### src/rtl/reset_clock_manager.sv
// Board reset / clock-enable generator: power-on hold, debounced reset requests, release stretch,
// reset-cause capture and a clock-enable divider. Optional watchdog when WATCHDOG_EN is defined.
module reset_clock_manager #(
    parameter int CLK_DIV         = 2,
    parameter int POR_CYCLES      = 20,
    parameter int NUM_SOURCES     = 2,
    parameter int DEBOUNCE_CYCLES = 4,
    parameter int STRETCH_CYCLES  = 16,
    parameter int WDT_CYCLES      = 1000000
) (
    input  logic                   clk,
    input  logic                   reset,
    input  logic [NUM_SOURCES-1:0] rst_req,
    input  logic                   wdt_kick,
    output logic                   reset_o,
    output logic                   clk_en,
    output logic [NUM_SOURCES+1:0] reset_cause
);
    localparam int DEB_W   = $clog2(DEBOUNCE_CYCLES + 1);
    localparam int CNT_MAX = (POR_CYCLES > STRETCH_CYCLES) ? POR_CYCLES : STRETCH_CYCLES;
    localparam int CNT_W   = $clog2(CNT_MAX + 1);
    localparam int DIV_W   = $clog2(CLK_DIV + 1);

    localparam logic [DEB_W-1:0] DEB_LAST     = DEB_W'(DEBOUNCE_CYCLES - 1);
    localparam logic [CNT_W-1:0] POR_LAST     = CNT_W'(POR_CYCLES - 1);
    localparam logic [CNT_W-1:0] STRETCH_LAST = CNT_W'(STRETCH_CYCLES - 1);
    localparam logic [DIV_W-1:0] DIV_LAST     = DIV_W'(CLK_DIV - 1);

    typedef enum logic [1:0] {ST_POR, ST_RUN, ST_HOLD, ST_STRETCH} state_t;

    state_t                   state_reg;
    logic [CNT_W-1:0]         cnt_reg;
    logic                     reset_o_reg;
    logic [NUM_SOURCES+1:0]   cause_reg;
    logic [NUM_SOURCES-1:0]   level_vec;
    logic [NUM_SOURCES-1:0]   req_mask_reg;
    logic [DIV_W-1:0]         div_cnt_reg;
    logic                     clk_en_reg;
    logic                     wdt_expire;

    // Per-channel synchronizer and debouncer.
    genvar gi;
    generate
        for (gi = 0; gi < NUM_SOURCES; gi++) begin : g_deb
            logic             s1_reg;
            logic             s2_reg;
            logic             level_reg;
            logic [DEB_W-1:0] deb_cnt_reg;

            always_ff @(posedge clk) begin
                if (reset) begin
                    s1_reg      <= 1'b0;
                    s2_reg      <= 1'b0;
                    level_reg   <= 1'b0;
                    deb_cnt_reg <= '0;
                end else begin
                    s1_reg <= rst_req[gi];
                    s2_reg <= s1_reg;
                    if (s2_reg == level_reg) begin
                        deb_cnt_reg <= '0;
                    end else if (deb_cnt_reg == DEB_LAST) begin
                        level_reg   <= s2_reg;
                        deb_cnt_reg <= '0;
                    end else begin
                        deb_cnt_reg <= deb_cnt_reg + DEB_W'(1);
                    end
                end
            end

            assign level_vec[gi] = level_reg;
        end
    endgenerate

    // Registered copy of the debounced levels so the FSM decodes from a single flop stage.
    always_ff @(posedge clk) begin
        if (reset) req_mask_reg <= '0;
        else       req_mask_reg <= level_vec;
    end

`ifdef WATCHDOG_EN
    localparam int WDT_W = $clog2(WDT_CYCLES + 1);
    localparam logic [WDT_W-1:0] WDT_LAST = WDT_W'(WDT_CYCLES - 1);
    logic [WDT_W-1:0] wdt_cnt_reg;

    always_ff @(posedge clk) begin
        if (reset || state_reg != ST_RUN || wdt_kick || wdt_expire) wdt_cnt_reg <= '0;
        else                                                         wdt_cnt_reg <= wdt_cnt_reg + WDT_W'(1);
    end

    // A kick in the timeout cycle suppresses the expiry.
    assign wdt_expire = (state_reg == ST_RUN) && !wdt_kick && (wdt_cnt_reg == WDT_LAST);
`else
    logic unused_wdt;
    assign unused_wdt = wdt_kick ^ (WDT_CYCLES == 0);
    assign wdt_expire = 1'b0;
`endif

    always_ff @(posedge clk) begin
        if (reset) begin
            state_reg   <= ST_POR;
            cnt_reg     <= '0;
            reset_o_reg <= 1'b1;
            cause_reg   <= (NUM_SOURCES + 2)'(1);
        end else begin
            case (state_reg)
                ST_POR: begin
                    if (cnt_reg == POR_LAST) begin
                        cnt_reg <= '0;
                        if (|req_mask_reg) begin
                            state_reg <= ST_HOLD;
                            cause_reg <= cause_reg | {1'b0, req_mask_reg, 1'b0};
                        end else begin
                            state_reg   <= ST_RUN;
                            reset_o_reg <= 1'b0;
                        end
                    end else begin
                        cnt_reg <= cnt_reg + CNT_W'(1);
                    end
                end
                ST_RUN: begin
                    if (|req_mask_reg) begin
                        state_reg   <= ST_HOLD;
                        reset_o_reg <= 1'b1;
                        cause_reg   <= {1'b0, req_mask_reg, 1'b0};
                    end else if (wdt_expire) begin
                        state_reg   <= ST_STRETCH;
                        cnt_reg     <= '0;
                        reset_o_reg <= 1'b1;
                        cause_reg   <= {1'b1, {(NUM_SOURCES + 1){1'b0}}};
                    end
                end
                ST_HOLD: begin
                    cause_reg <= cause_reg | {1'b0, req_mask_reg, 1'b0};
                    if (!(|req_mask_reg)) begin
                        state_reg <= ST_STRETCH;
                        cnt_reg   <= '0;
                    end
                end
                default: begin
                    if (|req_mask_reg) begin
                        state_reg <= ST_HOLD;
                        cnt_reg   <= '0;
                        cause_reg <= cause_reg | {1'b0, req_mask_reg, 1'b0};
                    end else if (cnt_reg == STRETCH_LAST) begin
                        state_reg   <= ST_RUN;
                        cnt_reg     <= '0;
                        reset_o_reg <= 1'b0;
                    end else begin
                        cnt_reg <= cnt_reg + CNT_W'(1);
                    end
                end
            endcase
        end
    end

    always_ff @(posedge clk) begin
        if (reset || reset_o_reg) begin
            div_cnt_reg <= '0;
            clk_en_reg  <= 1'b0;
        end else begin
            div_cnt_reg <= (div_cnt_reg == DIV_LAST) ? '0 : div_cnt_reg + DIV_W'(1);
            clk_en_reg  <= (div_cnt_reg == DIV_LAST);
        end
    end

    // Masking with reset_o keeps clk_en low on the edge reset rises; CLK_DIV=1 bypasses the pipeline.
    assign clk_en      = !reset_o_reg && ((CLK_DIV == 1) || clk_en_reg);
    assign reset_o     = reset_o_reg;
    assign reset_cause = cause_reg;

endmodule

### config.mk
export PLATFORM = sky130hd
export DESIGN_NAME = reset_clock_manager
export DESIGN_NICKNAME = d
export VERILOG_FILES = /design/src/rtl/reset_clock_manager.sv
export SDC_FILE = /design/constraint.sdc
export NUM_CORES = 1
export LEC_CHECK = 0
export BUFFER_PORTS_ARGS = -buffer_cell sky130_fd_sc_hd__clkbuf_2
export CAP_MARGIN = 20
export CORE_UTILIZATION = 26
export CTS_CLUSTER_DIAMETER = 60
export DETAILED_ROUTE_END_ITERATION = 8
export GPL_ROUTABILITY_DRIVEN = 0
export PLACE_DENSITY = 0.44
export SLEW_MARGIN = 20
export SYNTH_ARGS = -nofsm -noshare
export SYNTH_HDL_FRONTEND = slang
export SYNTH_SLANG_ARGS = --single-unit
### constraint.sdc
create_clock -name clk -period 3.15 [get_ports clk]
set_input_delay 0.63 -clock clk [delete_from_list [all_inputs] [get_ports clk]]
set_output_delay 0.63 -clock clk [all_outputs]
set_load 0.02 [all_outputs]
== Word-level counts from Yosys, hierarchy flattened ==
Cells that the tools add are included.

* Register bits: 29
* Bits in latches: 0
* Bits in writable memories: 0
* Memory bits (read-only): 0
* Input port bits: 5
* Output and inout port bits: 6
* Word-level logic and storage cells: 76
* Memories kept: 0

* Add/subtract/negate cells: 4
* Multipliers: 0
* Divide/modulo/power cells: 0
* $lt $le $gt $ge: 0
* Equality and inequality tests: 14
* Shift-type cells: 0
* Multiplexer cells: 22
* Bitwise logic cells: 5
* Reductions and logical operators: 16

{| class="wikitable"
|+ Operators with widths
! operator !! number
|-
| 2-to-1 mux 5 bit || 4
|-
| case mux 5 bit (3 select lines) || 1
|-
| 2-to-1 mux 2 bit || 6
|-
| 2-to-1 mux 4 bit || 3
|-
| case mux 4 bit (3 select lines) || 1
|-
| != test 2 bit (second input constant) || 4
|-
| AND reduction 2 bit || 4
|-
| adder 3 x 1 -> 3 bit (second input constant) || 2
|-
| equality test 3 x 2 -> 1 bit (second input constant) || 2
|-
| case mux 2 bit (3 select lines) || 1
|-
| AND reduction 6 bit || 1
|-
| OR reduction 3 bit || 2
|-
| adder 5 x 1 -> 5 bit (second input constant) || 1
|-
| equality test 5 x 4 -> 1 bit (second input constant) || 1
|-
| equality test 5 bit (second input constant) || 1
|-
| 2-to-1 mux 1 bit || 5
|-
| equality test 2 x 1 -> 1 bit (second input constant) || 2
|-
| inverter 1 bit || 4
|-
| OR 4 x 3 -> 4 bit || 1
|-
| AND reduction 4 bit || 1
|-
| nonzero test 4 bit || 1
|-
| OR reduction 2 bit || 2
|-
| case mux 1 bit (3 select lines) || 1
|-
| nonzero test 3 bit || 1
|-
| 8 further kinds || 9
|}

== Logic depth before layout (Yosys ltp) ==
Gate-level depths: netlist of run 1.

* Word-level depth: 4
* Depth in mapped cells: 8
* Mapped depth without buffers: 8

== Least setup slack after synthesis of run 1 ==
Ideal clock, no wire load.

* Path kind: register to register
* Start point: register cnt_reg[0]
* End point: register cnt_reg[3]
* Library setup time: 0.074 ns
* Arrival time: 1.710 ns
* Required time: 3.076 ns
* Setup slack: 1.365 ns
* Stages on the path, launching flop included: 9
* Path buffers: 0
* Clock period less this slack: 1.785 ns
* Cells stage by stage: dfxtp_1 > ha_1 > nand3_1 > inv_1 > ha_1 > nor2_1 > a2bb2oi_1 > or4_1 > a31oi_1

* Cells in the longest elaborated chain, start to end: 4
* Elaborated cells on any way between the ends: 7
* Those cells by class: add/sub: 1; eq/ne: 2; mux: 4

{| class="wikitable"
|+ Ends and longest elaborated chain
! what !! RTL line !! RTL
|-
| start, declared || 32 || <nowiki>logic [CNT_W-1:0] cnt_reg;</nowiki>
|-
| start signal, assigned || 117 || <nowiki>cnt_reg <= cnt_reg + CNT_W'(1);</nowiki>
|-
| start signal, assigned || 149 || <nowiki>cnt_reg <= cnt_reg + CNT_W'(1);</nowiki>
|-
| adder 5 x 1 -> 5 bit or equality test 5 x 4 -> 1 bit (tied branches) || 117, 149, 144 ||
|-
| 2-to-1 mux 5 bit || 144 || <nowiki>end else if (cnt_reg == STRETCH_LAST) begin</nowiki>
|-
| 2-to-1 mux 5 bit || 140 || <nowiki>if (|req_mask_reg) begin</nowiki>
|-
| case mux 5 bit (3 select lines) (*) || 105 || <nowiki>case (state_reg)</nowiki>
|}

Every way passes the cells marked *; elsewhere a longest branch is shown, timed or not.
A chain may end at the register's enable or synchronous reset.

== Final worst setup path of run 1 ==
Same ends and word-level chain as after synthesis.

==> results of run 1 <==
worst register-to-register path: stages, from the launching register on:
cell       delay, ns
dfxtp_1         0.35
ha_1            0.24
nand3_1         0.12
inv_1           0.05
ha_1            0.17
nor2_1          0.18
a2bb2oi_1       0.19
or4_1           0.54
a31oi_1         0.13
cell families (layout without fill, tap and decap cells):
logic type	after synthesis	in the layout	share of synthesized area
AOI/OAI and AO/OA	22	22	0.1235
xor gates and xnor gates	2	2	0.01395
adders and majority gates	12	12	0.1195
buffers and inverters	15	22	0.05379
DFF	28	28	0.4462
muxes	2	2	0.01594
other	1	1	0.002985
and+or+nand+nor	53	53	0.2241
metrics by stage:
| step | utilization | instances | hold slack (ns) |
|---|---|---|---|
| after detailed placement | 0.2956 | 190 | 0.4139 |
| after global placement | 0.2956 | 190 | 0.4063 |
| final | 0.3114 | 194 | 0.4218 |
| after global routing | 0.3114 | 194 | 0.4397 |
| after floorplan | - | 135 | 0.3990 |
| after CTS | 0.3114 | 194 | 0.4281 |
report_power, final:
part | total [mW] | internal [mW] | switching (mW)
sequential | 0.432 | 0.397 | 0.0345
combinational | 0.374 | 0.146 | 0.228
clock | 0.284 | 0.170 | 0.113
total | 1.09 | 0.714 | 0.376
cell type report:
class                           count  area, um2  area share
Clock buffer                        3      41.29     0.02944
Clock inverter                      1      30.03     0.02141
Inverter                           10      37.54     0.02676
Multi-Input combinational cell     92      628.1      0.4478
Sequential cell                    28      560.5      0.3996
Tap cell                           52      65.06     0.04639
Timing Repair Buffer                8      40.04     0.02855
final timing paths:
path / from / end / depth (start not counted)
worst max register to register: cnt_reg[0] / cnt_reg[3] / 8
worst min-delay path: g_deb[1].deb_cnt_reg[0] / g_deb[1].deb_cnt_reg[0] / 1
worst min register to register: g_deb[1].deb_cnt_reg[0] / g_deb[1].deb_cnt_reg[0] / 1
worst max-delay path: cnt_reg[0] / cnt_reg[3] / 8
layout by cell type (no fill, tap or decap), types with 3 or more instances in the layout:
cell type	netlist	routed
o211ai_1	3	3
a31oi_1	4	4
ha_1	12	12
clkbuf_8	0	3
nor2_1	13	13
a21oi_1	5	5
dfxtp_1	28	28
inv_1	10	10
nand3_1	5	5
nor3_1	3	3
clkbuf_2	0	8
nand2_1	10	10
nor2b_1	8	8
per-layer routing:
layer	vias up	share of wire	wire length, um	GRT usage
met2	26	0.46	1009	0.1566
met4	0	0.031	68	0.05882
met1	413	0.46	996	0.1168
li1	474	-	-	-
met5	-	0	0	0
met3	7	0.046	99	0.01969
==> run summary, run 1 <==
Slack of the critical path: 1.138 ns
Post-cts sizing count: 0
Clk pin slew, worst setup/hold paths: 0.09 ns
Worst Path Arrival: 2.22 ns
Reg2reg setup slack: 1.14 ns
Routed len/inst: 11.21 um
Vias in the first global route: 859
Async set or reset register ratio after synthesis: 0
DR iter-0 viols: 28
Pwr Density: 776.9 nW/um2
Post-Syn Area: 1256 um2
Unrepaired setup endpoints after global routing: no
TritonRoute pass-1 iters: 4
Finished Cell Area: 1403 um2
Largest net degree at the start of global routing: 26
Largest register FFs: 6
Worst-skew pair later-pin latency: 0.28 ns
Startpoint Class: flip-flop
Max Slew Vio Count: 0
H-tree Lvls: 1
HPWL Detailed: 1.542 mm
Share of layout cells above drive strength 1: 0.1197
Cells after Synth: 135
Most common cell in the netlist: dfxtp_1
Syn Nets: 152
Clock Tree Root: clkbuf_8
CTS Buf Count: 3
Min-delay worst type: flip-flop to flip-flop
Fmax: 497.1 MHz
Setup Fix Bufs, Post-CTS: 0
Cell mode on critical path: ha_1
# IOs: 11
Vias per inst: 4.742
Status: completed
Setup WS pre-CTS: 1.164 ns
Top_reg_cell synth: dfxtp_1
Crit-path cells: ha_1 > nand3_1 > inv_1 > ha_1 > nor2_1 > a2bb2oi_1 > or4_1 > a31oi_1
Max cap viols: 0
Area of the core: 4504 um2
Placed cell area: 1331 um2
Clock skew: 0.001343 ns
Largest cells by area after synthesis: dfxtp_1, ha_1, nor2b_1, nor2_1, inv_1
Worst path top cell family by delay: simple AND/OR/NAND/NOR gates
Post-CTS Hold Buffers: 0
Die height: 71.51 um
Initial core utilization: 0.2789
Via count: 920
Clock Tree Buf Depth: 2
I/O Buffers: 8
Nets: 160
Yosys Warn Count: 0
CP max-delay cell: or4_1
Seq cells post-synth: 28
Synthesis-to-finish area growth: 11.65%
Clock Sinks: 28
CP Capture Type: flip-flop
Sequential-to-total area share from yosys stat: 0.4462
Die width: 71.51 um
Synth top area share: 0.4462
Detail Route Antenna Nets: 0
Final Hold Fails: 0
Avg Cell Area, Syn: 9.305 um2
GRT Resource Usage Total: 0.09610
Worst stage delay on the critical path: 0.54 ns
Initial antenna violation count: 0
CP bufs+invs: 1
CP required: 3.36 ns
Setup CP Type: flip-flop to flip-flop
Wirelength, routed: 2.174 mm
Diodes inserted: 0
CTS tree: built
Leak Pwr: 0.5313 nW
Minimum clock period: 2.012 ns
Setup Total Neg Slack: 0 ns
Crit Path Max Fanout: 5
Die ar.: 5114 um2
Cell taking the most area after synthesis: dfxtp_1
Global-route wire length before repair: 3.822 mm
Placement Rows: 24
Filler Cells Inserted: 471
Total global routing overflow: 0
Worst VDD drop: 0.2435 mV
EDFF count, synth: 0
Tcrit/Tclk final: 0.6386
Yosys cell types: 38
Design Power: 1.090 mW
Post-synth top cells: dfxtp_1, nor2_1, ha_1
Final setup viols: 0
Residual DRC: 0
(Power assumes the default switching activity.)
==> inputs of run 2 (changes only) <==
- ABC_AREA: not set -> 1
- PLACE_DENSITY: 0.44 -> 0.46
- clock period: 3.15 -> 1.69 ns (I/O delays scaled with it)
==> run 2 against run 1 <==
  * Wire length fell by 7.5%
  * Die area rose by 0.97%
  * Combinational power fell by 48%
  * Clock power rose by 88%
  * Global-route usage fell by 0.43 points
  * Synthesized area rose by 1.0%
  * Critical path type unchanged
  * Cell area rose by 3.9%
  * Synthesized cell count rose by 23%
  * Setup slack got worse by 0.97 ns
  * Clock skew rose by 0.0061 ns
  * Critical path depth rose by 1
  * Via count rose by 5.0%
==> run summary, run 2 <==
Min-delay worst type: input pin to flip-flop
Diodes inserted: 0
TritonRoute pass-1 iters: 4
Max Slew Vio Count: 0
Async set or reset register ratio after synthesis: 0
CTS Buf Count: 3
Cells after Synth: 166
Die ar.: 5163 um2
CP required: 1.88 ns
Pwr Density: 1004 nW/um2
Initial antenna violation count: 0
Initial core utilization: 0.2686
Vias in the first global route: 879
Placement Rows: 25
Largest cells by area after synthesis: dfxtp_1, ha_1, inv_1, nor2_1, nand2_1
Worst VDD drop: 0.3665 mV
Area of the core: 4723 um2
Clk pin slew, worst setup/hold paths: 0.10 ns
Final setup viols: 0
Clock Sinks: 28
Seq cells post-synth: 28
GRT Resource Usage Total: 0.09185
Power Internal: 1.096 mW
Leak Pwr: 0.6057 nW
Die height: 71.86 um
Tcrit/Tclk final: 0.9004
Worst Path Arrival: 1.71 ns
Gate power share: 0.134
Startpoint Class: flip-flop
CP bufs+invs: 2
Post-CTS Hold Buffers: 0
Clock Tree Root: clkbuf_8
H-tree Lvls: 1
Clk pwr share: 0.365
Global-route wire length before repair: 3.788 mm
Crit Path Max Fanout: 4
Minimum clock period: 1.522 ns
Clock skew: 0.007478 ns
Yosys cell types: 22
Wirelength, routed: 2.010 mm
Yosys Warn Count: 0
Post-synth top cells: inv_1, dfxtp_1, nor2_1
HPWL Detailed: 1.476 mm
Fmax: 657.2 MHz
Worst-skew pair later-pin latency: 0.28 ns
Most common cell after layout, fill and taps aside: inv_1
Most common cell in the netlist: inv_1
Vias per inst: 3.975
Final Hold Fails: 0
Setup CP Type: flip-flop to flip-flop
Synthesis-to-finish area growth: 14.89%
Syn Nets: 183
Die width: 71.86 um
Top_reg_cell synth: dfxtp_1
DR iter-0 viols: 20
Sequential-to-total area share from yosys stat: 0.4418
# IOs: 11
Cell taking the most area after synthesis: dfxtp_1
Largest net degree at the start of global routing: 17
Status: completed
Placed cell area: 1381 um2
Worst path top cell family by delay: simple AND/OR/NAND/NOR gates
Post-Syn Area: 1269 um2
Residual DRC: 0
I/O Buffers: 8
Switching fraction of total power: 0.2512
Nets: 194
CP Capture Type: flip-flop
CP max-delay cell: dfxtp_1
NetSw: 0.3676 mW
EDFF count, synth: 0
Seq pwr share: 0.502
Synth top area share: 0.4418
Share of layout cells above drive strength 1: 0.1023
Worst stage delay on the critical path: 0.38 ns
Commonest non-fill, non-tap cells in the layout: inv_1, dfxtp_1, nor2_1, nand2_1, ha_1
CTS tree: built
Largest register FFs: 6
Via count: 966
Crit-path cells: ha_1 > inv_1 > nor3_2 > ha_1 > inv_1 > nand3_1 > nand4_1 > nor2_1 > nor2_1
Clock Tree Buf Depth: 2
Worst-case hold slack: 0.2377 ns
Total global routing overflow: 0
Avg Cell Area, Syn: 7.643 um2
Routed len/inst: 8.272 um
Finished Cell Area: 1458 um2
Max cap viols: 0
Detail Route Antenna Nets: 0
run 2: changes by cell type in the layout (fill, tap and decap cells not counted), sizes merged, moves of 5 or more:
cell	change
a21oi	+5
inv	+22
nand2	+16
nor2	+18
nor2b	-8
o21ai	+6
run 2: routing by layer:
layer / global-route usage / wire length, um
met5: 0 / 0
met4: 0.02832 / 34
met3: 0.02954 / 84
met2: 0.1426 / 861
met1: 0.1215 / 1029
run 2: worst paths after layout:
path	start	end	slack, ns	depth (start not counted)
hold / removal	rst_req[1]	g_deb[1].s1_reg	0.24	3
setup / recovery	cnt_reg[0]	state_reg[0]	0.17	9
setup reg to reg	cnt_reg[0]	state_reg[0]	0.17	9
hold reg to reg	g_deb[1].s1_reg	g_deb[1].s2_reg	0.40	2
run 2: kinds of logic (layout without fill, tap and decap cells):
family | after synthesis | in the layout | synth area share
simple gates | 67 | 67 | 0.2288
buf+inv | 35 | 45 | 0.1065
flops | 28 | 28 | 0.4418
compound gates | 21 | 21 | 0.08777
fa+ha+maj | 12 | 12 | 0.1183
xor+xnor | 2 | 2 | 0.01381
other cells | 1 | 1 | 0.002956
run 2: stage by stage:
| step | setup WS (ns) | total power [mW] | instances | TNS [ns] | utilization |
|---|---|---|---|---|---|
| 3_5_place_dp | 0.1188 | 0.9427 | 239 | 0 | 0.2925 |
| 4_1_cts | 0.09921 | 1.488 | 243 | 0 | 0.3076 |
| 5_1_grt | -0.01422 | 1.549 | 243 | -0.01422 | 0.3086 |
| 6_report | 0.1683 | 1.464 | 243 | 0 | 0.3086 |
| 3_3_place_gp | 0.09600 | 0.9470 | 239 | 0 | 0.2925 |
| 2_1_floorplan | 0.2937 | 0.9014 | 166 | 0 | - |
run 2: power groups by stage:
stage	logic [mW]	registers, mW	clock network [mW]
after global placement	0.197	0.750	0
after global routing	0.230	0.741	0.578
after floorplan	0.155	0.747	0
after detailed placement	0.193	0.750	0
after CTS	0.195	0.735	0.558
final	0.196	0.734	0.534
run 2: final cells by class:
type	instances	area (um2)
Multi-Input combinational cell	103	578.1
Timing Repair Buffer	8	40.04
Fill cell	512	3266
Tap cell	67	83.83
Inverter	33	123.9
Sequential cell	28	560.5
Clock inverter	1	30.03
Clock buffer	3	41.29
run 2: repair_timing:
action | 4_1_cts | 5_1_grt
buffers inserted | 0 | 0
endpoints found under the hold margin | 0 | 0
gates resized for setup | 0 | 1
setup endpoints to repair | 0 | 5
run 2: worst min-delay path, stage by stage:
cell and delay, ns:
clkbuf_2 0.08, inv_1 0.04, nor2_1 0.03
==> inputs of run 3 (changes only) <==
- CTS_BUF_LIST: not set -> sky130_fd_sc_hd__clkbuf_8
- GPL_TIMING_DRIVEN: not set -> 0
- REMOVE_ABC_BUFFERS: not set -> 1
==> run 3 against run 2 <==
  * Maximum frequency rose by 1.4%
  * Wire length rose by 1.2%
  * Clock power fell by 1%
  * Critical path depth did not move
==> run summary, run 3 (synthesis results as in run 2) <==
Initial core utilization: 0.2686
Clock skew: 0.009353 ns
Via count: 943
Clock Tree Buf Depth: 2
Diodes inserted: 0
Reg2Reg Launch Point: cnt_reg[1]
Residual DRC: 0
CP required: 1.86 ns
Routed len/inst: 8.370 um
Final setup viols: 0
Setup Total Neg Slack: 0 ns
Initial antenna violation count: 0
Worst VDD drop: 0.4913 mV
Tcrit/Tclk final: 0.8884
DR iter-0 viols: 41
Pwr Density: 998.4 nW/um2
Unrepaired setup endpoints after global routing: no
Setup WS pre-CTS: 0.09964 ns
Filler Cells Inserted: 530
Clock Sinks: 28
Worst r2r path cells: 9
Area of the core: 4723 um2
Placement Rows: 25
Startpoint Class: flip-flop
Slack of the critical path: 0.1886 ns
CP Capture Type: flip-flop
TritonRoute pass-1 iters: 4
Total global routing overflow: 0
Detail Route Antenna Nets: 0
Hold depth: 3
Worst hold path startpoint: rst_req[0]
Design Power: 1.457 mW
Hold Path Sink: g_deb[0].s1_reg
Clock Tree Root: clkbuf_8
Die width: 71.86 um
Clk pin slew, worst setup/hold paths: 0.10 ns
Reg2reg setup slack: 0.19 ns
Largest net degree at the start of global routing: 17
CTS tree: built
Power Internal: 1.097 mW
Synthesis-to-finish area growth: 14.99%
Die height: 71.86 um
Minimum clock period: 1.501 ns
Vias per inst: 3.881
Worst Path Arrival: 1.68 ns
Seq pwr share: 0.505
Crit Path Max Fanout: 3
Final Hold Fails: 0
HPWL Detailed: 1.510 mm
Global-route wire length before repair: 3.415 mm
Share of layout cells above drive strength 1: 0.1080
Switching fraction of total power: 0.2469
Wirelength, routed: 2.034 mm
Setup CP Type: flip-flop to flip-flop
Min-delay worst type: input pin to flip-flop
Commonest non-fill, non-tap cells in the layout: inv_1, nor2_1, dfxtp_1, nand2_1, ha_1
Reg2reg end: state_reg[0]
Status: completed
Clk pwr share: 0.362
Largest register FFs: 6
Leak Pwr: 0.6059 nW
Worst-case hold slack: 0.2430 ns
Vias in the first global route: 813
Die ar.: 5163 um2
Max cap viols: 0
Max Slew Vio Count: 0
Most common cell after layout, fill and taps aside: inv_1
CTS Buf Count: 3
Nets: 194
# IOs: 11
GRT Resource Usage Total: 0.08504
Fmax: 666.0 MHz
H-tree Lvls: 1
I/O Buffers: 8
Gate power share: 0.133
Worst-skew pair later-pin latency: 0.28 ns
NetSw: 0.3597 mW
[run 3: cell counts in the layout (fill, tap and decap cells not counted)]
Identical to the previous run, type by type.
[run 3: through the flow]
step,util,instance area [um2],std cells
6_report,0.3089,1459,243
5_1_grt,0.3089,1459,243
4_1_cts,0.3076,1453,243
3_5_place_dp,0.2925,1381,239
3_3_place_gp,0.2925,1381,239
2_1_floorplan,-,1257,164
[run 3: cell type report]
cell class,instances,area [um2],share of cell area
well taps,67,83.83,0.05746
multi-input cells,103,578.1,0.3962
clock buffers,3,41.29,0.02830
clock inverters,1,30.03,0.02058
repair buffers,8,40.04,0.02744
flip-flops and latches,28,561.8,0.3851
inverters,33,123.9,0.08491
[run 3: worst max-delay path: stages, from the launching register on]
cell	delay [ns]
dfxtp_1	0.37
ha_1	0.20
inv_1	0.06
nor3_2	0.14
ha_1	0.18
inv_1	0.05
nand3_1	0.12
nand4_1	0.13
nor2_1	0.12
nor2_1	0.04
[run 3: worst max-delay path by stage]
stage,start,end,slack [ns]
5_1_grt,cnt_reg[1],state_reg[0],0.04
3_3_place_gp,cnt_reg[0],state_reg[0],0.12
6_report,cnt_reg[1],state_reg[0],0.19
2_1_floorplan,cnt_reg[0],state_reg[0],0.29
4_1_cts,cnt_reg[0],state_reg[0],0.07
3_5_place_dp,cnt_reg[0],state_reg[0],0.1
[run 3: metal layers]
metal,vias to the layer above,track usage,part of all wire
met1,407,0.1024,0.52
met2,10,0.1426,0.43
met3,2,0.03376,0.031
met4,0,0.01961,0.0093
li1,524,-,-
met5,-,0,0
[run 3: power groups by stage]
stage          combinational [mW]  clock (mW)  sequential (mW)
2_1_floorplan               0.150           0            0.747
3_3_place_gp                0.196           0            0.750
3_5_place_dp                0.194           0            0.750
4_1_cts                     0.194       0.556            0.735
5_1_grt                     0.227       0.576            0.744
6_report                    0.194       0.527            0.736
[run 3: what timing repair did]
item | CTS | global route
hold buffers | 0 | 0
hold endpoints to repair | 0 | 0
setup buffers | 0 | 0
resized for setup | 0 | 2
endpoints found under the setup margin | 0 | 6
